## config.mk

```make
export PLATFORM = sky130hd
export DESIGN_NAME = dot_product_feeder_flat
export DESIGN_NICKNAME = d
export VERILOG_FILES = /design/src/rtl/dot_product_feeder_if.sv /design/src/rtl/dot_product_feeder.sv /design/src/flat_wrapper.sv
export SDC_FILE = /design/constraint.sdc
export NUM_CORES = 2
export LEC_CHECK = 0
export BUFFER_PORTS_ARGS = -buffer_cell sky130_fd_sc_hd__buf_2
export CAP_MARGIN = 10
export CORE_MARGIN = 2
export CORE_UTILIZATION = 49
export CTS_CLUSTER_SIZE = 14
export DETAILED_ROUTE_END_ITERATION = 10
export PLACE_DENSITY = 0.66
export SLEW_MARGIN = 20
export SYNTH_ARGS = -nofsm -noshare
export SYNTH_HDL_FRONTEND = slang
export SYNTH_SLANG_ARGS = --single-unit
export TNS_END_PERCENT = 5
```

## constraint.sdc

```tcl
create_clock -name i_clk -period 22.1 [get_ports i_clk]
set_input_delay 2.21 -clock i_clk [delete_from_list [all_inputs] [get_ports i_clk]]
set_output_delay 2.21 -clock i_clk [all_outputs]
set_load 0.02 [all_outputs]
```

## src/rtl/dot_product_feeder_if.sv

```systemverilog
// Stream, BRAM-write and macro-operand signals of dot_product_feeder.
// Signal names are seen from the feeder: i_* enter it, o_* leave it.
interface dot_product_feeder_if #(
   parameter int N       = 8,
   parameter int M       = 16,
   parameter int MB      = 8,
   parameter int A       = 10,
   parameter int FIFO_AW = 5
);
   logic                 i_load_start;
   logic [A:0]           i_load_words;
   logic [MB*N-1:0]      i_coef_data;
   logic                 i_coef_valid;
   logic                 o_coef_ready;
   logic [M*N-1:0]       i_a_data;
   logic                 i_a_valid;
   logic                 o_a_ready;
   logic [FIFO_AW:0]     i_vec_len;
   logic [MB*N-1:0]      o_b;
   logic [A-1:0]         o_b_addr;
   logic                 o_wren;
   logic [M*N-1:0]       o_a;
   logic                 o_first;
   logic                 o_last;
   logic                 o_busy;
   logic                 o_err;

   modport slave (
      input  i_load_start, i_load_words, i_coef_data, i_coef_valid,
      input  i_a_data, i_a_valid, i_vec_len,
      output o_coef_ready, o_a_ready, o_b, o_b_addr, o_wren,
      output o_a, o_first, o_last, o_busy, o_err
   );

   modport master (
      output i_load_start, i_load_words, i_coef_data, i_coef_valid,
      output i_a_data, i_a_valid, i_vec_len,
      input  o_coef_ready, o_a_ready, o_b, o_b_addr, o_wren,
      input  o_a, o_first, o_last, o_busy, o_err
   );
endinterface

```

## src/rtl/dot_product_feeder.sv

```systemverilog
// Loads coefficients into the dot-product macro BRAM and streams buffered A beats
// as gap-free framed bursts. Define DOT_FEEDER_BACK2BACK_EN to chain bursts without idle cycles.
module dot_product_feeder #(
   parameter int N       = 8,
   parameter int M       = 16,
   parameter int MB      = 8,
   parameter int A       = 10,
   parameter int FIFO_AW = 5
) (
   input logic                 i_clk,
   input logic                 i_reset,
   dot_product_feeder_if.slave bus
);
   localparam int DEPTH = 2 ** FIFO_AW;
   localparam logic [FIFO_AW:0]   CNT_ONE  = (FIFO_AW + 1)'(1);
   localparam logic [FIFO_AW:0]   CNT_FULL = (FIFO_AW + 1)'(DEPTH);
   localparam logic [FIFO_AW-1:0] PTR_ONE  = FIFO_AW'(1);
   localparam logic [A:0]         REM_ONE  = (A + 1)'(1);
   localparam logic [A-1:0]       ADR_ONE  = A'(1);

   typedef enum logic [1:0] {IDLE, LOAD, STREAM} state_t;

   state_t               r_state;
   logic [M*N-1:0]       r_mem [DEPTH];
   logic [FIFO_AW-1:0]   r_wptr;
   logic [FIFO_AW-1:0]   r_rptr;
   logic [FIFO_AW:0]     r_count;
   logic                 r_a_ready;
   logic [A-1:0]         r_waddr;
   logic [A:0]           r_remain;
   logic [FIFO_AW:0]     r_beats;
   logic                 r_first_pend;
   logic                 r_coef_ready;
   logic [MB*N-1:0]      r_b;
   logic [A-1:0]         r_b_addr;
   logic                 r_wren;
   logic [M*N-1:0]       r_a;
   logic                 r_first;
   logic                 r_last;
   logic                 r_busy;
   logic                 r_err;

   logic                 w_push;
   logic                 w_pop;
   logic                 w_accept;
   logic [FIFO_AW:0]     w_count_next;
   logic [FIFO_AW:0]     w_vl;

   // Zero-length bursts become single beats; anything beyond the FIFO depth is clamped.
   function automatic logic [FIFO_AW:0] eff_len(input logic [FIFO_AW:0] v);
      if (v == '0)
         return CNT_ONE;
      else if (v > CNT_FULL)
         return CNT_FULL;
      else
         return v;
   endfunction

   assign w_push   = bus.i_a_valid & r_a_ready;
   assign w_pop    = (r_state == STREAM);
   assign w_accept = bus.i_coef_valid & r_coef_ready;
   assign w_vl     = eff_len(bus.i_vec_len);

   always_comb begin
      w_count_next = r_count;
      if (w_push && !w_pop)
         w_count_next = r_count + CNT_ONE;
      else if (w_pop && !w_push)
         w_count_next = r_count - CNT_ONE;
   end

   always_ff @(posedge i_clk) begin
      if (w_push)
         r_mem[r_wptr] <= bus.i_a_data;
   end

   always_ff @(posedge i_clk) begin
      if (i_reset) begin
         r_state      <= IDLE;
         r_wptr       <= '0;
         r_rptr       <= '0;
         r_count      <= '0;
         r_a_ready    <= 1'b0;
         r_waddr      <= '0;
         r_remain     <= '0;
         r_beats      <= '0;
         r_first_pend <= 1'b0;
         r_coef_ready <= 1'b0;
         r_b          <= '0;
         r_b_addr     <= '0;
         r_wren       <= 1'b0;
         r_a          <= '0;
         r_first      <= 1'b0;
         r_last       <= 1'b0;
         r_busy       <= 1'b0;
         r_err        <= 1'b0;
      end else begin
         r_count   <= w_count_next;
         r_a_ready <= (w_count_next < CNT_FULL);
         if (w_push)
            r_wptr <= r_wptr + PTR_ONE;
         if (w_pop)
            r_rptr <= r_rptr + PTR_ONE;

         r_wren  <= 1'b0;
         r_a     <= '0;
         r_first <= 1'b0;
         r_last  <= 1'b0;

         if (bus.i_load_start && r_state != IDLE)
            r_err <= 1'b1;

         case (r_state)
            IDLE: begin
               if (bus.i_load_start) begin
                  if (bus.i_load_words != '0) begin
                     r_state      <= LOAD;
                     r_waddr      <= '0;
                     r_remain     <= bus.i_load_words;
                     r_coef_ready <= 1'b1;
                     r_busy       <= 1'b1;
                  end
               end else if (r_count >= w_vl) begin
                  r_state      <= STREAM;
                  r_beats      <= w_vl;
                  r_first_pend <= 1'b1;
                  r_busy       <= 1'b1;
               end
            end
            LOAD: begin
               if (w_accept) begin
                  r_wren   <= 1'b1;
                  r_b      <= bus.i_coef_data;
                  r_b_addr <= r_waddr;
                  r_waddr  <= r_waddr + ADR_ONE;
                  r_remain <= r_remain - REM_ONE;
                  if (r_remain == REM_ONE) begin
                     r_state      <= IDLE;
                     r_coef_ready <= 1'b0;
                     r_busy       <= 1'b0;
                  end
               end
            end
            STREAM: begin
               // Pop is unconditional: entry required the FIFO to hold the whole burst.
               r_a          <= r_mem[r_rptr];
               r_first      <= r_first_pend;
               r_first_pend <= 1'b0;
               r_last       <= (r_beats == CNT_ONE);
               r_beats      <= r_beats - CNT_ONE;
               if (r_beats == CNT_ONE) begin
`ifdef DOT_FEEDER_BACK2BACK_EN
                  if (!bus.i_load_start && w_count_next >= w_vl) begin
                     r_beats      <= w_vl;
                     r_first_pend <= 1'b1;
                  end else begin
                     r_state <= IDLE;
                     r_busy  <= 1'b0;
                  end
`else
                  r_state <= IDLE;
                  r_busy  <= 1'b0;
`endif
               end
            end
            default: begin
               r_state <= IDLE;
               r_busy  <= 1'b0;
            end
         endcase
      end
   end

   assign bus.o_coef_ready = r_coef_ready;
   assign bus.o_a_ready    = r_a_ready;
   assign bus.o_b          = r_b;
   assign bus.o_b_addr     = r_b_addr;
   assign bus.o_wren       = r_wren;
   assign bus.o_a          = r_a;
   assign bus.o_first      = r_first;
   assign bus.o_last       = r_last;
   assign bus.o_busy       = r_busy;
   assign bus.o_err        = r_err;
endmodule

```

## src/flat_wrapper.sv

```systemverilog
// flat-port wrapper written by rule: the top's interface ports become plain ports
module dot_product_feeder_flat 
#(
   parameter int N       = 8,
   parameter int M       = 16,
   parameter int MB      = 8,
   parameter int A       = 10,
   parameter int FIFO_AW = 5
)
  (i_clk, i_reset, bus_i_load_start, bus_i_load_words, bus_i_coef_data, bus_i_coef_valid, bus_i_a_data, bus_i_a_valid, bus_i_vec_len, bus_o_coef_ready, bus_o_a_ready, bus_o_b, bus_o_b_addr, bus_o_wren, bus_o_a, bus_o_first, bus_o_last, bus_o_busy, bus_o_err);
  dot_product_feeder_if #(.N(N), .M(M), .MB(MB), .A(A), .FIFO_AW(FIFO_AW)) bus_i ();
  input logic i_clk;
  input logic i_reset;
  input wire logic [$bits(bus_i.i_load_start)-1:0] bus_i_load_start;
  input wire logic [$bits(bus_i.i_load_words)-1:0] bus_i_load_words;
  input wire logic [$bits(bus_i.i_coef_data)-1:0] bus_i_coef_data;
  input wire logic [$bits(bus_i.i_coef_valid)-1:0] bus_i_coef_valid;
  input wire logic [$bits(bus_i.i_a_data)-1:0] bus_i_a_data;
  input wire logic [$bits(bus_i.i_a_valid)-1:0] bus_i_a_valid;
  input wire logic [$bits(bus_i.i_vec_len)-1:0] bus_i_vec_len;
  output wire logic [$bits(bus_i.o_coef_ready)-1:0] bus_o_coef_ready;
  output wire logic [$bits(bus_i.o_a_ready)-1:0] bus_o_a_ready;
  output wire logic [$bits(bus_i.o_b)-1:0] bus_o_b;
  output wire logic [$bits(bus_i.o_b_addr)-1:0] bus_o_b_addr;
  output wire logic [$bits(bus_i.o_wren)-1:0] bus_o_wren;
  output wire logic [$bits(bus_i.o_a)-1:0] bus_o_a;
  output wire logic [$bits(bus_i.o_first)-1:0] bus_o_first;
  output wire logic [$bits(bus_i.o_last)-1:0] bus_o_last;
  output wire logic [$bits(bus_i.o_busy)-1:0] bus_o_busy;
  output wire logic [$bits(bus_i.o_err)-1:0] bus_o_err;
  assign bus_i.i_load_start = bus_i_load_start;
  assign bus_i.i_load_words = bus_i_load_words;
  assign bus_i.i_coef_data = bus_i_coef_data;
  assign bus_i.i_coef_valid = bus_i_coef_valid;
  assign bus_i.i_a_data = bus_i_a_data;
  assign bus_i.i_a_valid = bus_i_a_valid;
  assign bus_i.i_vec_len = bus_i_vec_len;
  assign bus_o_coef_ready = bus_i.o_coef_ready;
  assign bus_o_a_ready = bus_i.o_a_ready;
  assign bus_o_b = bus_i.o_b;
  assign bus_o_b_addr = bus_i.o_b_addr;
  assign bus_o_wren = bus_i.o_wren;
  assign bus_o_a = bus_i.o_a;
  assign bus_o_first = bus_i.o_first;
  assign bus_o_last = bus_i.o_last;
  assign bus_o_busy = bus_i.o_busy;
  assign bus_o_err = bus_i.o_err;
  dot_product_feeder #(.N(N), .M(M), .MB(MB), .A(A), .FIFO_AW(FIFO_AW)) u_core (.i_clk(i_clk), .i_reset(i_reset), .bus(bus_i));
endmodule
```

=== Word-level counts from Yosys, hierarchy flattened ===
Memories as Yosys holds them, arrays and structs flattened. A register that Yosys moved wholly into a read port is not among the register bits.
Cells that the tools add are included.

* Flip-flop bits (word level): 127
* RAM bits: 4096
* Output and inout bits: 209
* Logic and storage cells: 99
* Memories kept: 1

* Add/sub/neg operators: 7
* $lt $le $gt $ge: 3
* Equality and inequality tests: 13
* Multiplexer cells: 36
* Bitwise logic cells: 4
* Reduce and logical (&&, ||, !) cells: 18

{| class="wikitable"
|+ Memories
! name !! words !! bits a word !! read ports !! clocked after Yosys merged registers in !! write ports !! RTL line !! RTL
|-
| u_core.r_mem || 32 || 128 || 1 || 1 || 1 || dot_product_feeder.sv:24 || <nowiki>logic [M*N-1:0] r_mem [DEPTH];</nowiki>
|}

{| class="wikitable"
|+ Operators by type and width
! cell !! number
|-
| 2-to-1 mux 6 bit || 6
|-
| 2-to-1 mux 11 bit || 3
|-
| 2-to-1 mux 10 bit || 3
|-
| one-hot mux 11 bit (2 select lines) || 1
|-
| one-hot mux 10 bit (2 select lines) || 1
|-
| 2-to-1 mux 2 bit || 6
|-
| one-hot mux 6 bit (2 select lines) || 1
|-
| subtractor 6 x 1 -> 6 bit, second input constant || 2
|-
| == test 11 x 1 -> 1 bit, second input constant || 1
|-
| 2-to-1 mux 1 bit || 11
|-
| nonzero test 11 bit || 1
|-
| subtractor 11 x 1 -> 11 bit, second input constant || 1
|-
| adder 10 x 1 -> 10 bit, second input constant || 1
|-
| adder 5 x 1 -> 5 bit, second input constant || 2
|-
| AND reduction 5 bit || 2
|-
| inequality test 2 x 1 -> 1 bit, second input constant || 4
|-
| adder 6 x 1 -> 6 bit, second input constant || 1
|-
| == test 6 x 1 -> 1 bit, second input constant || 1
|-
| >= comparator 6 bit || 1
|-
| greater-than comparator 6 bit, second input constant || 1
|-
| zero test 6 bit || 1
|-
| less-than comparator 6 bit, second input constant || 1
|-
| inequality test 2 bit, second input constant || 3
|-
| inequality test 3 x 2 -> 1 bit, second input constant || 2
|-
| other kinds (15) || 24
|}

=== Depth between registers and ports, before layout ===
* Depth in word-level cells: 7
* Gate-level depth with buffers: 10
* Gate-level depth less buffers: 9

=== Least setup slack after synthesis ===
Ideal clock, no wire load.

* Path kind: input to register
* Start point: input port bus_i_a_valid
* End point: memory u_core.r_mem[15][0] in the netlist's numbering (enable)
* Setup time: 0.618 ns
* Arrival time: 8.030 ns
* Path slack: 13.452 ns
* Cell stages on the path: 4
* Cells stage by stage: nand2_1 > clkinv_1 > nand2_1 > nor2_1

* Word-level cells in the longest chain between the ends: 3

{| class="wikitable"
|+ Ends and longest elaborated chain
! item !! RTL line !! RTL
|-
| from (decl) || flat_wrapper.sv:19 || <nowiki>input wire logic [$bits(bus_i.i_a_valid)-1:0] bus_i_a_valid;</nowiki>
|-
| AND 1 bit || dot_product_feeder.sv:59 || <nowiki>assign w_push = bus.i_a_valid & r_a_ready;</nowiki>
|-
| via u_core.w_push || dot_product_feeder.sv:43 || <nowiki>logic w_push;</nowiki>
|-
| 2-to-1 mux 1 bit || dot_product_feeder.sv:73 || <nowiki>if (w_push)</nowiki>
|-
| 2-to-1 mux 1 bit (not written as such) || dot_product_feeder.sv:74 || <nowiki>r_mem[r_wptr] <= bus.i_a_data;</nowiki>
|-
| to (decl) || dot_product_feeder.sv:24 ||
|}

The timed path passes the listed nets, and every way through them passes these cells.

==> out/results.txt <==
Hold Crit Endpoint = u_core.bus.o_first
Overall die width = 581 µm
Post-synthesis instance total = 7498
Critical R2R Capture = u_core.bus.o_a[73]
Critical Setup Path Class = reg2reg
Met2 WL post-DR = 200000 µm
Hold path start = u_core.r_first_pend
Number of max-capacitance violations reported = 0
Starting DRT DRC Count = 9889
Root buffer cell = sky130_fd_sc_hd__clkbuf_16
Maximum frequency from static timing analysis = 164 MHz
Worst EP required = 22.86 ns
Area of the mapped netlist = 163000 µm²
Final instance area = 185000 µm²
Met3 wire len = 36800 µm
FFs w/ async S/R, synth = 0
Post-detailed-route DRC marker count = 0
Fraction of layout cells with a size suffix above 1 = 0.263
Mean post-synth cell area = 21.8 µm²
Setup repair after global routing missed its margin = false
Dominant cells by area after synthesis = sky130_fd_sc_hd__edfxtp_1 75%, sky130_fd_sc_hd__mux4_2 12%, sky130_fd_sc_hd__dfxtp_1 3.1%, sky130_fd_sc_hd__mux2i_1 2.7%, sky130_fd_sc_hd__a211oi_1 0.70%
Post-cts resize count = 0
Clock network fraction of total power = 0.431
Synthesis warning total = 0
Cell area after placement = 170000 µm²
Power share of the sequential group = 0.542
Number of antenna violations at the first check in global routing = 52
Area of the core region = 331000 µm²
CP arrival = 6.87 ns
Power density of the placed cells = 90.6 nW/µm²
Leakage power total = 56.3 nW
Number of nets in the finished design = 8333
Non-filler cells in the finished layout = 12858
Number of distinct library cells after synthesis = 63
Vias in the first global route = 81431
HPWL reported at the end of detailed placement = 214000 µm
Fin crit share = 0.276
Reported net switching power = 3.41 mW
Placement row count = 211
Final setup violation count = 0
Total global routing overflow = 0
Starting density of the core = 0.493
Vias = 81141
Switching Share = 0.204
Via density per instance = 6.31
Final worst path period need = 6.10 ns
Sum of negative setup slack = 0 ns
Metal1 wirelength = 168000 µm
Clock insertion delay at the later pin of the skew report = 0.99 ns
Most used flip-flop cell after synthesis = sky130_fd_sc_hd__edfxtp_1
Worst reg-to-reg setup slack = 16.00 ns
Global-route wire length before repair = 592000 µm
Max Buffers Root-to-Sink = 4
Quantity of I/O buffers inserted on ports = 422
Beginning of the worst register-to-register path = u_core.r_rptr[1]
Worst-path maximum fanout = 115
Number of enable flip-flop cells after synthesis = 4096
Combined area of the multi-input logic cells = 33100 µm²
Area leader, netlist = sky130_fd_sc_hd__edfxtp_1
Relative slew slack = 0.163
Cell-internal power = 13.3 mW
Number of filler cells placed in the layout = 24155
CTS HTree Levels = 5
Syn nets = 7732
Maximum number of pins on one net before global-route repair = 135
Vertical extent of the die = 581 µm
Average detailed-routed wire length per instance = 32.2 µm
Area share of the largest cell type after synthesis = 0.754
Post-synthesis sequential element count = 4351
Classification of the worst-slack hold path = reg2reg
Number of cells on the worst reg-to-reg path = 9
Max-slew violation count = 0
Fraction of power consumed by combinational cells = 0.027
Routability Congestion = 0.905
Placed cell count = 12030
CTS tree = built
Initial DRT Pass Iterations = 6
Area of the die = 337000 µm²
Max Clock Skew = 0.0543 ns
Register area = 128000 µm²
Number of buffers created by CTS = 433
Cell count of the worst hold path = 2
Element type at the critical path start = flop
Peak supply drop = 73.9 µV
Number of I/O pins = 423
Remaining antenna violation count after routing = 0
Reg clk slew, reported paths = 0.06 ns
GRT Util Overall = 0.242
Worst setup EP type = flop
Post-CTS repair timing setup buffer count = 0
Sequential cell area fraction in the yosys report = 0.785
Result of the run = finished, final reports clean
Final hold violation count = 0
Measured slew at the worst slew-check pin = 1.26 ns
DR top layer = met5
Syn-to-layout area delta = 13.1%
Total wire length = 414000 µm
Post-CTS Hold Fix Bufs = 0
Pwr Total = 16.7 mW
Clock sink count = 4351
==> cell usage in the layout (no fill, tap or decap), drive strengths merged, types with 80 or more instances in the layout <==
cell type	n
o221ai	90
a22oi	80
a21oi	155
clkinv	179
nand2	196
buf	605
clkbuf	589
mux2i	436
edfxtp	4096
dfxtp	255
o22ai	168
a211oi	152
mux4	845
nor2	120
==> per-stage QoR <==
| stage | hold slack (ns) | utilization | setup WS [ns] |
|---|---|---|---|
| after floorplan | 0.408 | - | 13.45 |
| after global placement | 0.423 | 0.515 | 14.99 |
| after detailed placement | 0.419 | 0.515 | 15.37 |
| after CTS | 0.433 | 0.558 | 15.87 |
| after global routing | 0.460 | 0.558 | 15.61 |
| final | 0.429 | 0.558 | 16.00 |
==> flip-flops by register name, summed over array words and instances, names as in the netlist <==
| name | cells |
|---|---|
| u_core.r_count | 6 |
| u_core.r_wptr | 5 |
| u_core.bus.o_last | 1 |
| u_core.r_mem | 4096 |
| u_core.bus.o_b | 64 |
| u_core.bus.o_coef_ready | 1 |
| u_core.r_remain | 11 |
| u_core.r_beats | 6 |
| u_core.bus.o_a_ready | 1 |
| u_core.r_waddr | 10 |
| u_core.bus.o_wren | 1 |
| u_core.bus.o_a | 128 |
| u_core.r_state | 2 |
| u_core.r_first_pend | 1 |
| u_core.bus.o_busy | 1 |
| u_core.bus.o_b_addr | 10 |
| u_core.bus.o_first | 1 |
| u_core.r_rptr | 5 |
| u_core.bus.o_err | 1 |
==> power by group through the flow <==
stage	Sequential (mW)	Combinational, mW	Clock (mW)
after global routing	9.06	0.490	7.64
after floorplan	9.24	0.246	0
after detailed placement	9.24	0.455	0
after CTS	9.06	0.456	7.31
after global placement	9.23	0.440	0
final	9.06	0.450	7.21
==> worst max-delay path: stages, from the launching register on <==
cell and delay (ns):
sky130_fd_sc_hd__dfxtp_4 0.88, sky130_fd_sc_hd__buf_12 0.51, sky130_fd_sc_hd__buf_4 0.80, sky130_fd_sc_hd__buf_4 0.70
sky130_fd_sc_hd__buf_4 0.85, sky130_fd_sc_hd__buf_4 0.80, sky130_fd_sc_hd__mux4_2 0.43, sky130_fd_sc_hd__a2111oi_0 0.50
sky130_fd_sc_hd__buf_4 0.19, sky130_fd_sc_hd__a2111oi_0 0.05
==> kinds of logic (layout without fill, tap and decap cells) <==
family | count (synthesis) | in the layout | share of synthesized area
AO/OA/AOI/OAI | 861 | 861 | 0.0375
adder cells (fa/ha/maj) | 20 | 20 | 0.00153
multiplexers | 1357 | 1357 | 0.149
XOR/XNOR | 17 | 17 | 0.000913
other | 0 | 14 | 0
buffers and inverters | 455 | 1435 | 0.0144
AND/OR/NAND/NOR | 437 | 437 | 0.0116
flip-flops | 4351 | 4351 | 0.785
==> layer usage <==
layer  GRT usage  up-vias
met2       0.388     4051
met3      0.0394      626
li1            -    32890
met4      0.0609       34
met5           0        -
met1       0.350    43540
==> cells in the mapped netlist, types with 76 or more instances <==
| master | count |
|---|---|
| sky130_fd_sc_hd__a2111oi_0 | 76 |
| sky130_fd_sc_hd__a211oi_1 | 152 |
| sky130_fd_sc_hd__a21oi_1 | 155 |
| sky130_fd_sc_hd__a22oi_1 | 80 |
| sky130_fd_sc_hd__buf_2 | 131 |
| sky130_fd_sc_hd__clkbuf_1 | 192 |
| sky130_fd_sc_hd__dfxtp_1 | 255 |
| sky130_fd_sc_hd__edfxtp_1 | 4096 |
| sky130_fd_sc_hd__mux2_2 | 76 |
| sky130_fd_sc_hd__mux2i_1 | 436 |
| sky130_fd_sc_hd__mux4_2 | 845 |
| sky130_fd_sc_hd__nand2_1 | 195 |
| sky130_fd_sc_hd__nor2_1 | 120 |
| sky130_fd_sc_hd__o221ai_1 | 90 |
| sky130_fd_sc_hd__o22ai_1 | 168 |
==> worst max-delay path by stage <==
stage,from,endpoint,slack [ns],cells past startpoint
6_report,u_core.r_rptr[1],u_core.bus.o_a[73],16.00,9
4_1_cts,u_core.r_rptr[1],u_core.bus.o_a[73],15.87,9
2_1_floorplan,bus_i_a_valid,u_core.r_mem[15][0],13.45,4
5_1_grt,u_core.r_rptr[1],u_core.bus.o_a[73],15.61,9
3_3_place_gp,bus_i_a_valid,u_core.r_mem[7][73],14.99,8
3_5_place_dp,bus_i_a_valid,u_core.r_mem[7][73],15.37,8
==> cell type report <==
class / count / share of cell area
Antenna cell: 14 / 0.000190
Clock buffer: 589 / 0.0650
Clock inverter: 225 / 0.0111
Inverter: 16 / 0.000326
Multi-Input combinational cell: 2692 / 0.179
Sequential cell: 4351 / 0.694
Tap cell: 4366 / 0.0296
Timing Repair Buffer: 605 / 0.0201
Note: power is estimated with default switching activity, not from simulation.
